## src/rtl/icache_controller_pkg.sv

```systemverilog
`default_nettype none
// ============================================================================
// Module      : icache_controller_pkg
// Description : Shared instruction-cache typedefs (controller state encoding).
// Revision    : 1.0 - initial release
// ============================================================================
package icache_controller_pkg;

    typedef enum logic [1:0] {
        IDLE  = 2'd0,
        MISS  = 2'd1,
        WRITE = 2'd2,
        FLUSH = 2'd3
    } type_icache_states_e;

endpackage
`default_nettype wire

```

## src/rtl/icache_controller.sv

```systemverilog
`default_nettype none
// ============================================================================
// Module      : icache_controller
// Description : Instruction-cache control FSM: hit ack, line refill, flush,
//               with saturating hit/miss performance counters.
// Revision    : 1.0 - initial release
// ============================================================================
module icache_controller
    import icache_controller_pkg::*;
#(
    parameter int PERF_CNT_W = 32
) (
    input  logic                  clk_i,
    input  logic                  rst_i,
    input  logic                  if2icache_req_i,
    input  logic                  if2icache_kill_i,
    output logic                  icache2if_ack_o,
    input  logic                  cache_hit_i,
    output logic                  cache_rw_o,
    output logic                  icache_flush_o,
    output logic                  icache2imem_req_o,
    input  logic                  imem2icache_ack_i,
    input  logic                  flush_req_i,
    output logic                  flush_ack_o,
    output logic [PERF_CNT_W-1:0] hit_cnt_o,
    output logic [PERF_CNT_W-1:0] miss_cnt_o
);

    localparam logic [PERF_CNT_W-1:0] c_CNT_ONE = {{(PERF_CNT_W-1){1'b0}}, 1'b1};
    localparam logic [PERF_CNT_W-1:0] c_CNT_MAX = {PERF_CNT_W{1'b1}};

    type_icache_states_e r_state;
    type_icache_states_e w_next_state;

    logic                  r_kill_seen;
    logic                  r_flush_pend;
    logic                  r_ack;
    logic                  r_refill;
    logic [PERF_CNT_W-1:0] r_hit_cnt;
    logic [PERF_CNT_W-1:0] r_miss_cnt;

    logic w_flush_go;
    logic w_fetch;
    logic w_hit_accept;
    logic w_miss_accept;

    // r_ack blocks re-acceptance while the IF stage still holds the acked request
    assign w_flush_go    = (r_state == IDLE) && (r_flush_pend || flush_req_i);
    assign w_fetch       = (r_state == IDLE) && if2icache_req_i && !if2icache_kill_i
                           && !w_flush_go && !r_ack;
    assign w_hit_accept  = w_fetch && cache_hit_i;
    assign w_miss_accept = w_fetch && !cache_hit_i;

    always_ff @(posedge clk_i) begin
        if (rst_i) begin
            r_state <= IDLE;
        end else begin
            r_state <= w_next_state;
        end
    end

    always_comb begin
        w_next_state = r_state;
        case (r_state)
            IDLE: begin
                if (w_flush_go) begin
                    w_next_state = FLUSH;
                end else if (w_miss_accept) begin
                    w_next_state = MISS;
                end
            end
            MISS: begin
                if (imem2icache_ack_i) begin
                    w_next_state = (r_kill_seen || if2icache_kill_i) ? IDLE : WRITE;
                end
            end
            WRITE:   w_next_state = IDLE;
            FLUSH:   w_next_state = IDLE;
            default: w_next_state = IDLE;
        endcase
    end

    always_comb begin
        cache_rw_o        = 1'b0;
        icache_flush_o    = 1'b0;
        flush_ack_o       = 1'b0;
        icache2imem_req_o = 1'b0;
        case (r_state)
            MISS:  icache2imem_req_o = 1'b1;
            WRITE: cache_rw_o        = 1'b1;
            FLUSH: begin
                icache_flush_o = 1'b1;
                flush_ack_o    = 1'b1;
            end
            default: ;
        endcase
    end

    // r_refill marks the re-lookup cycle right after a line write
    always_ff @(posedge clk_i) begin
        if (rst_i) begin
            r_ack        <= 1'b0;
            r_refill     <= 1'b0;
            r_flush_pend <= 1'b0;
            r_kill_seen  <= 1'b0;
            r_hit_cnt    <= '0;
            r_miss_cnt   <= '0;
        end else begin
            r_ack        <= w_hit_accept;
            r_refill     <= (r_state == WRITE);
            r_flush_pend <= (r_state == FLUSH) ? 1'b0 : (r_flush_pend || flush_req_i);
            if (r_state == MISS) begin
                r_kill_seen <= imem2icache_ack_i ? 1'b0 : (r_kill_seen || if2icache_kill_i);
            end else begin
                r_kill_seen <= 1'b0;
            end
            if (w_hit_accept && !r_refill && (r_hit_cnt != c_CNT_MAX)) begin
                r_hit_cnt <= r_hit_cnt + c_CNT_ONE;
            end
            if (w_miss_accept && (r_miss_cnt != c_CNT_MAX)) begin
                r_miss_cnt <= r_miss_cnt + c_CNT_ONE;
            end
        end
    end

    assign icache2if_ack_o = r_ack;
    assign hit_cnt_o       = r_hit_cnt;
    assign miss_cnt_o      = r_miss_cnt;

endmodule
`default_nettype wire

```

## config.mk

```make
export PLATFORM = sky130hd
export DESIGN_NAME = icache_controller
export DESIGN_NICKNAME = d
export VERILOG_FILES = /design/src/rtl/icache_controller_pkg.sv /design/src/rtl/icache_controller.sv
export SDC_FILE = /design/constraint.sdc
export NUM_CORES = 1
export LEC_CHECK = 0
export CELL_PAD_IN_SITES_DETAIL_PLACEMENT = 0
export CELL_PAD_IN_SITES_GLOBAL_PLACEMENT = 1
export CORE_ASPECT_RATIO = 1.1
export CORE_UTILIZATION = 39
export CTS_BUF_LIST = sky130_fd_sc_hd__clkbuf_8
export CTS_CLUSTER_DIAMETER = 50
export DETAILED_ROUTE_END_ITERATION = 8
export PLACE_DENSITY_LB_ADDON = 0.1
export SLEW_MARGIN = 20
export SYNTH_ARGS = -nofsm -noshare
export SYNTH_HDL_FRONTEND = slang
export SYNTH_SLANG_ARGS = --single-unit
```

## constraint.sdc

```tcl
create_clock -name clk_i -period 3 [get_ports clk_i]
set_input_delay 0.6 -clock clk_i [delete_from_list [all_inputs] [get_ports clk_i]]
set_output_delay 0.6 -clock clk_i [all_outputs]
set_load 0.02 [all_outputs]
```

# Word level (Yosys, flattened, before mapping)
# Index checks and enable logic that the tools add are counted.
dict set report word_totals {
  reg_bits 70
  inputBits 7
  out_inout_bits 69
  wordCells 47
}
dict set report classes {
  bitwise_logic 1
  reduce_logical 22
  eq_ne 7
  mux 8
  addsub 2
}
# operator count
set ops {}
lappend ops {{32-bit by 1-bit adder with 32-bit output, second input constant} 2}
lappend ops {{32-bit inequality test, second input constant} 2}
lappend ops {{1-bit logical AND} 10}
lappend ops {{2-bit 2-to-1 mux} 4}
lappend ops {{2-bit case mux with 3 select lines} 1}
lappend ops {{1-bit logical NOT} 5}
lappend ops {{2-bit equality test, second input constant} 2}
lappend ops {{2-bit OR reduction} 2}
lappend ops {{1-bit 2-to-1 mux} 3}
lappend ops {{3-bit inequality test, second input constant} 1}
lappend ops {{3-bit OR reduction} 1}
lappend ops {{2-bit by 1-bit equality test with 1-bit output, second input constant} 1}
lappend ops {{2-bit logical NOT} 1}
lappend ops {{1-bit logical OR} 2}
lappend ops {{2-bit inequality test, second input constant} 1}
lappend ops {{2-bit AND reduction} 1}
lappend ops {{1-bit NOT} 1}

# Logic depth before layout (Yosys ltp)
dict set report depth {
  ltp_word 9
  ltp_mapped 8
}

# Worst setup path before layout
# Ideal clock, no wire load.
dict set report synth_path {
  kind {register to register}
  start {reg r_miss_cnt[0] (netlist: miss_cnt_o[0])}
  end {reg r_miss_cnt[24] (netlist: miss_cnt_o[24])}
  n_path_buf 1
  path_stages_with_launch 8
  arrival_ps 2418
  period_less_slack_ps 2488
  setup_slack_ps 512
  t_required_ps 2930
  cell_sequence {dfxtp_1 -> ha_1 -> nand3_1 -> or3_4 -> or4_1 -> buf_2 -> or4_1 -> a21oi_1}
}
dict set report synth_between {
  elab_chain_cells 2
  elab_cells_between_ends 3
}
# item line
set synth_lines {}
lappend synth_lines {{from (decl)} icache_controller.sv:40} ;# logic [PERF_CNT_W-1:0] r_miss_cnt;
lappend synth_lines {{from (signal assigned)} icache_controller.sv:121} ;# r_miss_cnt <= r_miss_cnt + c_CNT_ONE;
lappend synth_lines {{parallel branches: the longest is 2 deep, another holds 32-bit by 1-bit adder with 32-bit output} --}
# Several ways; the timed one is not identified.
# A chain may end at the register's enable or synchronous reset.

# Worst setup path after layout
dict set report layout_path {
  start {in if2icache_kill_i}
  end {reg r_hit_cnt[25] (netlist: hit_cnt_o[25])}
}
dict set report layout_between {
  elab_chain_cells 7
}
# item line
set layout_lines {}
lappend layout_lines {{from (decl)} icache_controller.sv:16} ;# input logic if2icache_kill_i,
lappend layout_lines {{1-bit logical NOT} icache_controller.sv:49} ;# assign w_fetch = (r_state == IDLE) && if2icache_req_i && !if2icache_kill_i
lappend layout_lines {{1-bit logical AND} icache_controller.sv:49}
lappend layout_lines {{1-bit logical AND (2 in series)} icache_controller.sv:50} ;# && !w_flush_go && !r_ack;
lappend layout_lines {{1-bit logical AND} icache_controller.sv:51} ;# assign w_hit_accept = w_fetch && cache_hit_i;
lappend layout_lines {{1-bit logical AND (2 in series)} icache_controller.sv:117} ;# if (w_hit_accept && !r_refill && (r_hit_cnt != c_CNT_MAX)) begin
lappend layout_lines {{to (signal assigned)} icache_controller.sv:118} ;# r_hit_cnt <= r_hit_cnt + c_CNT_ONE;
lappend layout_lines {{to (decl)} icache_controller.sv:39} ;# logic [PERF_CNT_W-1:0] r_hit_cnt;
# No other way between the ends.

==> results.ini <==
[outcome]
status=finished, final reports clean

[timing]
timing.final.max_slew_violations=0
finalHoldViolations=0
fin_crit_sh_pct=87.48
setup_viol=0
fmax_mhz=381.0
rsz0062_at_grt=false
period_minus_slack_ps=2624
final.setup.tns_ps=0
tightest_slew_ps=716.0
timing.hold.ws_ps=493.0
relSlewSlack_pct=51.90
clock_skew_ps=8.619

[clocking]
cts_resized=0
clock_sinks=70
clock_path_buffers=2
cts_tree=done
clock-root-buffer=clkbuf_8
clkLatencyLatePin_ps=350
clkTransAtPathRegs_ps=80
cts_buffers=9
hold_buffers=0
cts_htree_levels=3
cts_post_setup_buffers_inserted=0

[yosys]
synth.area.top_cells=dfxtp_1 (39%), nor2_1 (4.9%), a21oi_1 (4.3%)
ys_seq_elements=70
yosysWarningCount=0
yosysTopAreaCell=dfxtp_1
synthCells=419
syn_area_per_cell_um2=8.582
synth-seq-area-share_pct=38.97
synth.net_count=428
synth-edff-count=0
post-synth-top-area-fraction_pct=38.97
syn_area_um2=3596
synthArstFlopShare_pct=0
ys_dominant_reg_cell=dfxtp_1
synth.distinct_cells=56

[layout]
fill_cells=855
mostFrequentLayoutCells=clkdlybuf4s50_1 (74), dfxtp_1 (70), nor2_1 (47)
nNetsFinal=513
drive_gt1_share_pct=13.16
antennaDiodeCount=0
area_growth_pct=32.74
layout_commonest_cell=clkdlybuf4s50_1
layout.cells.non_filler=623

[global_route]
grt_max_degree=32
grt_pass1_wl_um=14560
grt_pass1_vias=3068
antenna_found_initial=0
grt_overflow_total=0
grtUsageTotal_pct=19.25

[setup_path]
worstSetupEndpointType=flip-flop
crit_required_ps=3280
cp_max_fo=7
arrival_ps=2900
start_kind=primary input
critical_path_class=primary input to flip-flop

[place]
place.port_buffers=75
dp_hpwl_um=6336
placedCellCount=607
place.gp.congestion=0.7671

[route]
drc_errors=0
ant_nets=0
wire_per_inst_um=14.11
dr_total_vias=3368
drt_first_pass_iters=4
drt_iter0_markers=126
routed_wl_um=8792
drt-vias-per-instance=5.406

[floorplanning]
num_rows=36
ios=76
core_area_um2=8919
fp.dieArea_um2=9609
start_util_pct=40.32
fp.dieW_um=93.56
fp.dieH_um=102.7

[pwr]
peakVddDrop_mv=0.2400
power_density_nw_per_um2=397.1
fin_total_pwr_mw=1.896
p_leak_nw=1.559

[flow_run]
drv_cap=0

[worst_hold_path]
worstHoldPathType=flip-flop to flip-flop

## flip-flops by register name (all words and copies together) (netlist names)
name,flops
miss_cnt_o,32
r_state,2
icache2if_ack_o,1
r_flush_pend,1
hit_cnt_o,32
r_refill,1
r_kill_seen,1
## cell families (layout without fill, tap and decap cells)
family | count (synthesis) | count (layout) | synth area share (%)
fa+ha+maj | 2 | 2 | 0.6958
mux | 14 | 14 | 4.315
xor+xnor | 16 | 16 | 3.897
buf+inv | 25 | 115 | 2.784
flops | 70 | 70 | 38.97
compound gates | 82 | 82 | 14.86
simple gates | 210 | 210 | 34.48
## report_power, final
group	switching (mW)	total, mW	internal [mW]
Sequential	0.0107	0.945	0.935
Combinational	0.0510	0.0916	0.0406
Clock	0.371	0.859	0.488
Total	0.433	1.90	1.46
## final cells by class
cell class | count | area (µm²) | share of cell area (%)
clock buffers | 10 | 137.6 | 2.883
clock inverters | 6 | 85.08 | 1.782
inverters | 7 | 26.28 | 0.5505
multi-input cells | 324 | 2095 | 43.88
flip-flops and latches | 70 | 1401 | 29.36
well taps | 114 | 142.6 | 2.988
repair buffers | 92 | 885.9 | 18.56
## metal layers
| layer | vias up | global-route usage [%] | routed length [µm] |
|---|---|---|---|
| met1 | 1563 | 23.76 | 4086 |
| met5 | - | 0 | 0 |
| met2 | 62 | 33.48 | 4257 |
| met4 | 0 | 8.521 | 156 |
| met3 | 12 | 2.802 | 291 |
| li1 | 1731 | - | - |
## final timing paths
check	startpoint	endpoint	slack [ps]	cells past startpoint
min	hit_cnt_o[31]$_SDFFE_PP0P_	hit_cnt_o[31]$_SDFFE_PP0P_	490	2
max	if2icache_kill_i	hit_cnt_o[25]$_SDFFE_PP0P_	380	7
min reg2reg	hit_cnt_o[31]$_SDFFE_PP0P_	hit_cnt_o[31]$_SDFFE_PP0P_	490	2
max reg2reg	miss_cnt_o[0]$_SDFFE_PP0P_	miss_cnt_o[24]$_SDFFE_PP0P_	380	6
## synthesized netlist by cell type (2+ instances only)
cell / instances
mux2_2: 12
o21ai_0: 17
nand3_1: 23
a21oi_1: 31
and3_1: 3
nand4b_1: 2
nand4_1: 14
nor4_1: 7
or4_1: 13
a311oi_1: 3
or4b_1: 2
a31o_2: 6
nand2b_1: 5
nor3_1: 9
nor2b_1: 17
nor2_1: 47
or2_2: 4
clkbuf_1: 14
ha_1: 2
o31ai_1: 11
dfxtp_1: 70
mux2i_1: 2
xnor2_1: 11
nand2_1: 23
inv_1: 7
buf_2: 2
or3_1: 15
and2_1: 3
a2111oi_0: 2
and4_1: 10
a31oi_1: 2
a211oi_1: 2
xor2_1: 5
## critical path: stages
cell and delay (ps):
clkdlybuf4s50_1 490, or4b_1 580, nor3_2 220, buf_4 150, nand4_1 220, or4_1 480
a21oi_1 160
## stage by stage
stage               instance area (µm²)  worst slack [ps]  util, %
floorplan                          3596             511.7        -
global placement                   4551             79.41    51.02
detailed placement                 4551            -11.93    51.02
CTS                                4773             347.2    53.52
global route                       4773             229.7    53.52
finish                             4773             375.6    53.52
(Power assumes the default switching activity.)
